File: config.mk
export PLATFORM = sky130hd
export DESIGN_NAME = fetch_sequencer
export DESIGN_NICKNAME = d
export VERILOG_FILES = /design/src/rtl/fetch_sequencer_pkg.sv /design/src/rtl/fetch_sequencer_op_length.sv /design/src/rtl/fetch_sequencer.sv
export SDC_FILE = /design/constraint.sdc
export NUM_CORES = 1
export LEC_CHECK = 0
export ABC_AREA = 1
export CAP_MARGIN = 0
export CORE_AREA = 2 2 104 106
export DETAILED_ROUTE_END_ITERATION = 10
export DIE_AREA = 0 0 106 108
export MAX_ROUTING_LAYER = met4
export SYNTH_ARGS = -nofsm -noshare
export SYNTH_HDL_FRONTEND = slang
export SYNTH_SLANG_ARGS = --single-unit
File: constraint.sdc
create_clock -name clk -period 1.8 [get_ports clk]
set_clock_uncertainty 0.05 [all_clocks]
set_input_delay 0.18 -clock clk [delete_from_list [all_inputs] [get_ports clk]]
set_output_delay 0.18 -clock clk [all_outputs]
set_load 0.02 [all_outputs]
File: src/rtl/fetch_sequencer_pkg.sv
// Shared definitions for the instruction fetch front end and the decoder:
// data/address widths, fetch FSM state encodings, operand-length codes and
// opcode field slices.
package fetch_sequencer_pkg;

    localparam int REG_WIDTH  = 8;
    localparam int ADDR_WIDTH = 16;

    // Fetch FSM states, 3-bit encoding shared with the decoder.
    typedef enum logic [2:0] {
        FS_IDLE    = 3'd0,
        FS_OPC     = 3'd1,
        FS_LO      = 3'd2,
        FS_HI      = 3'd3,
        FS_CAP     = 3'd4,
        FS_PRESENT = 3'd5,
        FS_WAIT    = 3'd6
    } fs_state_e;

    // Instruction length in bytes (opcode plus operand bytes).
    localparam logic [1:0] OPLEN_1 = 2'd1;
    localparam logic [1:0] OPLEN_2 = 2'd2;
    localparam logic [1:0] OPLEN_3 = 2'd3;

    // 6502 opcodes are laid out as aaa_bbb_cc.
    function automatic logic [1:0] op_cc(input logic [REG_WIDTH-1:0] op);
        return op[1:0];
    endfunction

    function automatic logic [2:0] op_bbb(input logic [REG_WIDTH-1:0] op);
        return op[4:2];
    endfunction

    function automatic logic [2:0] op_aaa(input logic [REG_WIDTH-1:0] op);
        return op[7:5];
    endfunction

endpackage

File: src/rtl/fetch_sequencer_op_length.sv
// Combinational opcode -> instruction length (1..3 bytes). Kept as its own
// block so a disassembly monitor can reuse it.
module fetch_sequencer_op_length
    import fetch_sequencer_pkg::*;
(
    input  logic [REG_WIDTH-1:0] opcode_i,
    output logic [1:0]           len_o
);

    logic [2:0] bbb;
    logic [2:0] aaa;

    assign bbb = op_bbb(opcode_i);
    assign aaa = op_aaa(opcode_i);

    // Decode the addressing-mode field into a byte count.
    always_comb begin
        // NOTE: assign a default before the case so every path drives len_o and no latch is inferred.
        len_o = OPLEN_1;
        case (op_cc(opcode_i))
            2'b01: begin
                if (bbb == 3'b011 || bbb == 3'b110 || bbb == 3'b111) begin
                    len_o = OPLEN_3;
                end else begin
                    len_o = OPLEN_2;
                end
            end
            2'b11: begin
                // Undefined group; the decoder deals with illegal opcodes.
                len_o = OPLEN_1;
            end
            default: begin
                case (bbb)
                    // Immediate only for the upper half (LDY/CPY/CPX/LDX #...).
                    3'b000:          len_o = aaa[2] ? OPLEN_2 : OPLEN_1;
                    // Zero page, zero page indexed, and relative branches.
                    3'b001, 3'b101,
                    3'b100:          len_o = OPLEN_2;
                    3'b011, 3'b111:  len_o = OPLEN_3;
                    // Implied / accumulator forms (010, 110).
                    default:         len_o = OPLEN_1;
                endcase
            end
        endcase
    end

endmodule

File: src/rtl/fetch_sequencer.sv
// Instruction fetch front end of the 6502 core. Reads opcode and operand
// bytes at PC, presents the assembled instruction to the decoder, holds it
// until the decoder signals completion, then advances or redirects PC.
module fetch_sequencer
    import fetch_sequencer_pkg::*;
#(
    parameter logic [ADDR_WIDTH-1:0] RESET_PC = 16'h0600
) (
    input  logic                  clk,
    input  logic                  reset_n,
    input  logic                  halt,
    output logic                  mem_rd,
    output logic [ADDR_WIDTH-1:0] mem_addr,
    input  logic [REG_WIDTH-1:0]  mem_data,
    output logic [REG_WIDTH-1:0]  instruction_in,
    output logic [ADDR_WIDTH-1:0] addr_in,
    output logic                  instruction_ready,
    input  logic                  instruction_done,
    input  logic                  pc_load,
    input  logic [ADDR_WIDTH-1:0] pc_load_value,
    output logic [ADDR_WIDTH-1:0] pc
);

    fs_state_e             state_q;
    logic [ADDR_WIDTH-1:0] pc_q;
    logic [1:0]            len_q;
    logic                  mem_rd_q;
    logic [ADDR_WIDTH-1:0] mem_addr_q;
    logic [REG_WIDTH-1:0]  instr_q;
    logic [ADDR_WIDTH-1:0] addr_q;
    logic                  ready_q;

    // Length of the opcode currently on the memory bus (valid in FS_LO).
    logic [1:0]            len_d;

    fetch_sequencer_op_length u_op_length (
        .opcode_i (mem_data),
        .len_o    (len_d)
    );

    // Fetch FSM with registered memory strobe and decoder-side outputs.
    always_ff @(posedge clk or negedge reset_n) begin
        if (!reset_n) begin
            state_q    <= FS_IDLE;
            pc_q       <= RESET_PC;
            len_q      <= OPLEN_1;
            mem_rd_q   <= 1'b0;
            mem_addr_q <= '0;
            instr_q    <= '0;
            addr_q     <= '0;
            ready_q    <= 1'b0;
        end else begin
            // NOTE: state registers use non-blocking assignments so every branch sees the pre-edge values.
            // The read strobe is a single-cycle pulse unless a state re-arms it.
            mem_rd_q <= 1'b0;
            case (state_q)
                FS_IDLE: begin
                    if (!halt) begin
                        state_q <= FS_OPC;
                    end
                end
                FS_OPC: begin
                    mem_rd_q   <= 1'b1;
                    mem_addr_q <= pc_q;
                    state_q    <= FS_LO;
                end
                FS_LO: begin
                    instr_q <= mem_data;
                    addr_q  <= '0;
                    len_q   <= len_d;
                    if (len_d == OPLEN_1) begin
                        state_q <= FS_PRESENT;
                    end else begin
                        mem_rd_q   <= 1'b1;
                        mem_addr_q <= pc_q + ADDR_WIDTH'(1);
                        state_q    <= FS_HI;
                    end
                end
                FS_HI: begin
                    addr_q[REG_WIDTH-1:0] <= mem_data;
                    if (len_q == OPLEN_2) begin
                        state_q <= FS_PRESENT;
                    end else begin
                        mem_rd_q   <= 1'b1;
                        mem_addr_q <= pc_q + ADDR_WIDTH'(2);
                        state_q    <= FS_CAP;
                    end
                end
                FS_CAP: begin
                    addr_q[ADDR_WIDTH-1:REG_WIDTH] <= mem_data;
                    state_q <= FS_PRESENT;
                end
                FS_PRESENT: begin
                    ready_q <= 1'b1;
                    state_q <= FS_WAIT;
                end
                FS_WAIT: begin
                    if (instruction_done) begin
                        ready_q <= 1'b0;
                        // A redirect takes priority over sequential advance.
                        pc_q    <= pc_load ? pc_load_value : pc_q + ADDR_WIDTH'(len_q);
                        state_q <= FS_IDLE;
                    end
                end
                default: begin
                    state_q <= FS_IDLE;
                end
            endcase
        end
    end

    assign mem_rd            = mem_rd_q;
    assign mem_addr          = mem_addr_q;
    assign instruction_in    = instr_q;
    assign addr_in           = addr_q;
    assign instruction_ready = ready_q;
    assign pc                = pc_q;

endmodule

==> impl_metrics.yaml, run 1 <==
status:
  status: "finished with violations"
  violations: "setup timing"
placement:
  gp_congestion: 0.907
  dp_hpwl_um: 7790
  io_buffers: 86
  dpl.cell_count: 690
power:
  p_leak_nw: 2.30
  p_sw_frac: 0.464
  combPwrFrac: 0.557
  pwr_density_cell_nw_per_um2: 1830
  p_switching_mw: 4.26
  ir_worst_vdd_mv: 0.680
  p_seq_frac: 0.304
  p_int_mw: 4.91
  clkPwrFrac: 0.139
setup_path:
  cp-start-kind: "flop"
  critPathBufInv: 3
  slowest_delay_ns: 0.55
  critical_path_required_ns: 1.99
  end_kind: "flop"
  crit_path_max_fanout: 3
  worst_path_max_delay_cell: "dfstp_2"
  arrival_ns: 2.04
  worstPathCellList: "ha_4 > inv_2 > fa_2 > inv_4 > buf_4 > nand2_1 > o21ai_1 > nand3_1 > nand2_1 > o21ai_1"
  cp_top_family: "flip-flops"
  setup.worst_path.class: "flop to flop"
synthesis:
  yosys.area.top_type: "dfrtp_1"
  synthFlopType: "dfrtp_1"
  synth_edf_count: 0
  netlist_top_cells_area: "dfrtp_1, nand2_1, o21ai_0, nand3_1, inv_1"
  ys_ff_latch: 63
  synth.most_common_cell: "nand2_1"
  synth_fp_nets: 491
  ys_seq_area_frac: 0.447
  ys_warn_count: 0
  ys_top_cells_by_count: "nand2_1, dfrtp_1, o21ai_0"
  ys_async_sr_fraction: 1.00
  syn_avg_cell_area_um2: 7.74
  synth.cell_area_um2: 3540
  yosysUniqueCellTypes: 42
  synth_cells: 457
  yosysTopAreaCellShare: 0.424
floorplanning:
  num_rows: 37
  core_um2: 10200
  start_util: 0.346
  die_h_um: 108
  die_area_um2: 11400
  ioPinCount: 87
  die_w_um: 106
clocking:
  clk_latency_ns: 0.35
  clockBufferDepth: 2
  htree_levels: 3
  cts_tree: "yes"
  cts_root_buffer: "clkbuf_8"
  clkSinkCount: 63
  path_clk_slew_ns: 0.08
  numCtsBuffers: 9
detailed_routing:
  wire_per_inst_um: 14.4
  drt_first_pass_iters: 5
  vias: 3429
  wl_um: 10200
  drtIter0Drc: 219
  drcViolationCount: 0
  post_drt_via_cell_ratio: 4.84
  postRouteAntennaNets: 0
layout:
  final_nets: 601
  final_core_util: 0.491
  layout-drive-gt1-share: 0.177
  antenna_cells: 0
  layoutNonFillerInstCount: 708
  syn2layout_area_growth_pct: 41.8
timing:
  period_needed_ns: 1.85
  hold_viol_final: 0
  fin_crit_sh: 1.03
  report.final.slew_viol_count: 0
  finalSetupViolCount: 5
  rsz0062_at_grt: "yes"
  worst_slack_ns: -0.0505
  tightest_slew_ns: 0.582
  max_clock_freq_mhz: 540
  slew_headroom: 0.612
min_path:
  hold_path.class: "input port to asynchronous set/reset pin"
flow_run:
  cap_violations: 0
grt:
  grt_pass1_vias: 3386
  grt_max_degree: 29
  antenna_found_initial: 0
  grt_pass1_wl_um: 17100
  grt_usage: 0.193
  grt_overflow: 0
==> worst paths after layout <==
kind / from / cells past startpoint / slack [ns] / to
max: len_q[0]$_DFFE_PN1P_ / 10 / -0.05 / pc[14]$_DFFE_PN0P_
min: reset_n / 2 / 0.32 / len_q[1]$_DFFE_PN0P_
max reg2reg: len_q[0]$_DFFE_PN1P_ / 10 / -0.05 / pc[14]$_DFFE_PN0P_
min reg2reg: mem_addr[11]$_DFFE_PN0P_ / 2 / 0.43 / mem_addr[11]$_DFFE_PN0P_
max in group asynchronous: reset_n / 3 / 0.79 / pc[9]$_DFFE_PN1P_
min in group clk: mem_data[6] / 3 / 0.37 / addr_in[6]$_DFFE_PN0N_
==> flip-flops by register name (all words and copies together), names as in the netlist <==
signal,count
instruction_ready,1
len_q,2
instruction_in,8
mem_rd,1
pc,16
addr_in,16
state_q,3
mem_addr,16
==> power groups by stage <==
stage | Clock, mW | Combinational (mW) | Sequential [mW]
3_3_place_gp | 0 | 4.90 | 2.75
3_5_place_dp | 0 | 4.94 | 2.76
6_report | 1.28 | 5.11 | 2.78
2_1_floorplan | 0 | 2.28 | 3.35
4_1_cts | 1.30 | 4.98 | 2.74
5_1_grt | 1.38 | 5.67 | 2.87
==> metrics by stage <==
step / setup slack, ns / hold WS, ns / instance area, um2 / setup TNS, ns / power [mW]
floorplan: -0.0155 / -0.166 / 3560 / -0.0155 / 5.62
global placement: -0.0424 / 0.160 / 4700 / -0.0537 / 7.65
detailed placement: -0.0646 / 0.165 / 4700 / -0.145 / 7.70
CTS: -0.0384 / 0.326 / 4930 / -0.0916 / 9.02
global route: -0.167 / 0.363 / 5020 / -0.984 / 9.92
finish: -0.0505 / 0.318 / 5020 / -0.124 / 9.17
==> what timing repair did <==
item / 4_1_cts / 5_1_grt
buffers inserted: 1 / 0
pin swaps: 1 / 2
endpoints found under the setup margin: 8 / 31
hold buffers: 1 / 0
cloned: 0 / 0
hold endpoints to repair: 21 / 0
gates resized for setup: 2 / 27
==> area by class of cell <==
class                   instances  area (um2)
clock inverters                 7        80.1
clock buffers                   9         124
inverters                      49         191
multi-input cells             331        1770
repair buffers                113        1100
well taps                     136         170
fillers                      1005        5210
flip-flops and latches         63        1590
==> routing by layer <==
metal	routed length [um]	GRT usage
met5	0	-
met4	104	0.0536
met3	401	0.0344
met2	4660	0.292
met1	5030	0.269
==> cell families after synthesis <==
kind of cell | count (synthesis) | synth area share
and+or+nand+nor | 229 | 0.299
xor gates and xnor gates | 5 | 0.0124
AOI/OAI and AO/OA | 92 | 0.141
DFF | 63 | 0.447
buffers and inverters | 63 | 0.0810
adders and majority gates | 5 | 0.0198
==> cells in the final DEF, fill, tap and decap left out, types with 6 or more instances in the layout <==
master / netlist / routed
o21ai_0: 45 / 42
clkdlybuf4s50_1: 0 / 82
nand2_1: 126 / 123
dfrtp_2: 0 / 8
clkbuf_8: 0 / 9
nand4_1: 10 / 10
inv_2: 5 / 6
a21oi_1: 17 / 16
dfrtp_1: 60 / 52
buf_4: 3 / 22
nand2_2: 6 / 8
nor2_1: 32 / 31
inv_1: 42 / 40
o21ai_1: 14 / 16
nand3_1: 37 / 36
No activity file was read; power rests on OpenSTA's default activity.
==> run 2, diff against run 1 <==
GPL_TIMING_DRIVEN = 0   (was unset)
SKIP_LAST_GASP = 1   (was unset)
==> run 2 against run 1 <==
  * The flow still finishes with violations (setup timing)
  * Non-clock buffer count grew 3
  * Largest power group unchanged
  * Sequential cell count is the same
  * Largest cell class unchanged
  * Sequential share of layout area grew 0.27 points
==> impl_metrics.yaml, run 2 (synthesized netlist as in run 1, its figures left out) <==
setup_path:
  slowest_delay_ns: 0.55
  cp-start-kind: "flop"
  r2r-end: "pc[8]$_DFFE_PN0P_"
  critPathBufInv: 3
  arrival_ns: 2.13
  critical_path_required_ns: 1.99
  worst_path_max_delay_cell: "dfstp_2"
  worstPathCellList: "ha_4 > inv_2 > fa_2 > inv_4 > nand3_4 > nor3_4 > nand2_1 > o21ai_1 > a21o_1 > inv_1"
  r2r_slack_ns: -0.14
  end_kind: "flop"
  crit-reg2reg-launch: "len_q[0]$_DFFE_PN1P_"
  setup.worst_path.class: "flop to flop"
  cp_top_family: "flip-flops"
  rr_worst_depth: 10
  crit_path_max_fanout: 4
timing:
  report.final.slew_viol_count: 0
  finalSetupViolCount: 7
  slew_headroom: 0.471
  hold_viol_final: 0
  worst_slack_ns: -0.141
  rsz0062_at_grt: "yes"
  period_needed_ns: 1.94
  tightest_slew_ns: 0.794
  fin_crit_sh: 1.08
  max_clock_freq_mhz: 515
clocking:
  path_clk_slew_ns: 0.07
  cts_tree: "yes"
  htree_levels: 3
  clkSinkCount: 63
  clockBufferDepth: 2
  clk_latency_ns: 0.34
  cts_root_buffer: "clkbuf_8"
  numCtsBuffers: 9
grt:
  grt_pass1_vias: 3492
  grt_pass1_wl_um: 17500
  grt_overflow: 0
  antenna_found_initial: 0
  grt_usage: 0.198
  grt_max_degree: 64
layout:
  nFillCells: 1003
  antenna_cells: 0
  layoutNonFillerInstCount: 710
  layout_common_cells: "nand2_1, clkdlybuf4s50_1, dfrtp_1, o21ai_0, inv_1"
  layout-drive-gt1-share: 0.174
  final_common_cell: "nand2_1"
  syn2layout_area_growth_pct: 40.6
  final_nets: 604
  fin_area_um2: 4980
floorplanning:
  die_w_um: 106
  start_util: 0.346
  ioPinCount: 87
  die_h_um: 108
  core_um2: 10200
  num_rows: 37
  die_area_um2: 11400
min_path:
  hold_path_depth: 3
  min-delay-start: "mem_data[5]"
  holdPathEnd: "instruction_in[5]$_DFFE_PN0P_"
  hold_path.class: "input port to flop"
detailed_routing:
  drtIter0Drc: 199
  postRouteAntennaNets: 0
  post_drt_via_cell_ratio: 4.98
  drt_first_pass_iters: 5
  wire_per_inst_um: 14.7
  wl_um: 10400
  drcViolationCount: 0
  vias: 3535
power:
  p_leak_nw: 2.28
  ir_worst_vdd_mv: 0.902
  pwr_density_cell_nw_per_um2: 1860
status:
  violations: "setup timing"
  status: "finished with violations"
placement:
  gp_congestion: 0.908
  dp_hpwl_um: 7700
  post_dp_cell_area_um2: 4590
  dpl.cell_count: 679
  io_buffers: 86
flow_run:
  cap_violations: 0
-- run 2: cell types whose count changed in the layout (fill, tap and decap cells not counted), sizes merged --
| cell | before | now |
|---|---|---|
| dlymetal6s2s | 2 | 0 |
| clkinvlp | 2 | 1 |
| clkinv | 2 | 1 |
| inv | 51 | 49 |
| clkdlybuf4s50 | 82 | 84 |
| clkbuf | 9 | 15 |
-- run 2: how the worst max path moves through the flow --
stage,to,slack [ns],from,cells past startpoint
floorplan,pc[12]$_DFFE_PN0P_,-0.02,len_q[0]$_DFFE_PN1P_,11
finish,pc[8]$_DFFE_PN0P_,-0.14,len_q[0]$_DFFE_PN1P_,10
global route,pc[12]$_DFFE_PN0P_,-0.22,len_q[0]$_DFFE_PN1P_,11
detailed placement,pc[15]$_DFFE_PN0P_,-0.23,pc[1]$_DFFE_PN0P_,8
CTS,pc[8]$_DFFE_PN0P_,-0.12,len_q[0]$_DFFE_PN1P_,10
global placement,pc[1]$_DFFE_PN0P_,-1.81,reset_n,1
-- run 2: layer usage --
metal,global-route usage,vias to the layer above,share of wire
met5,-,-,0
met4,0.0583,0,0.014
met3,0.0277,11,0.041
met2,0.298,101,0.46
met1,0.281,1690,0.49
li1,-,1733,-
-- run 2: worst register-to-register path: cells and delay by family (launching register included) --
kind            cells  cell delay (ns)
fa+ha+maj           2             0.47
compound gates      2             0.21
flops               1             0.55
buf+inv             3             0.16
simple gates        3             0.38
-- run 2: through the flow --
step           TNS, ns  utilization  hold slack [ns]  power, mW  setup slack, ns
3_3_place_gp    -98.54        0.449            0.412       7.58            -1.81
5_1_grt          -1.78        0.486            0.418       9.99           -0.225
3_5_place_dp     -1.39        0.449            0.275       7.65           -0.228
2_1_floorplan  -0.0155            -           -0.166       5.62          -0.0155
4_1_cts         -0.593        0.476            0.385       9.07           -0.120
6_report        -0.442        0.486            0.390       9.27           -0.141
-- run 2: layout make-up --
type | count | area (um2) | area share
sequential | 63 | 1590 | 0.320
tap | 136 | 170 | 0.0342
clock inverter | 3 | 42.5 | 0.00855
timing repair buffer | 102 | 980 | 0.197
buffer | 14 | 97.6 | 0.0196
inverter | 49 | 191 | 0.0385
clock buffer | 12 | 155 | 0.0312
multi-input combinational | 331 | 1750 | 0.352
-- run 2: power by group --
part	total (mW)	switching, mW	internal, mW
clock	1.26	0.556	0.706
sequential	2.79	0.682	2.11
combinational	5.22	3.00	2.22
total	9.27	4.24	5.04
-- run 2: what timing repair did --
action / 4_1_cts / 5_1_grt
setup endpoints to repair: 12 / 24
pin swaps: 5 / 7
buffers inserted: 5 / 10
hold buffers: 1 / 0
endpoints found under the hold margin: 60 / 0
resized for setup: 10 / 14
gates cloned: 0 / 0
==> run 3, diff against run 2 <==
HOLD_SLACK_MARGIN = 0.06   (was unset)
==> results of run 3 <==
Same layout as run 2: the final DEF is identical, and so are final timing and power.
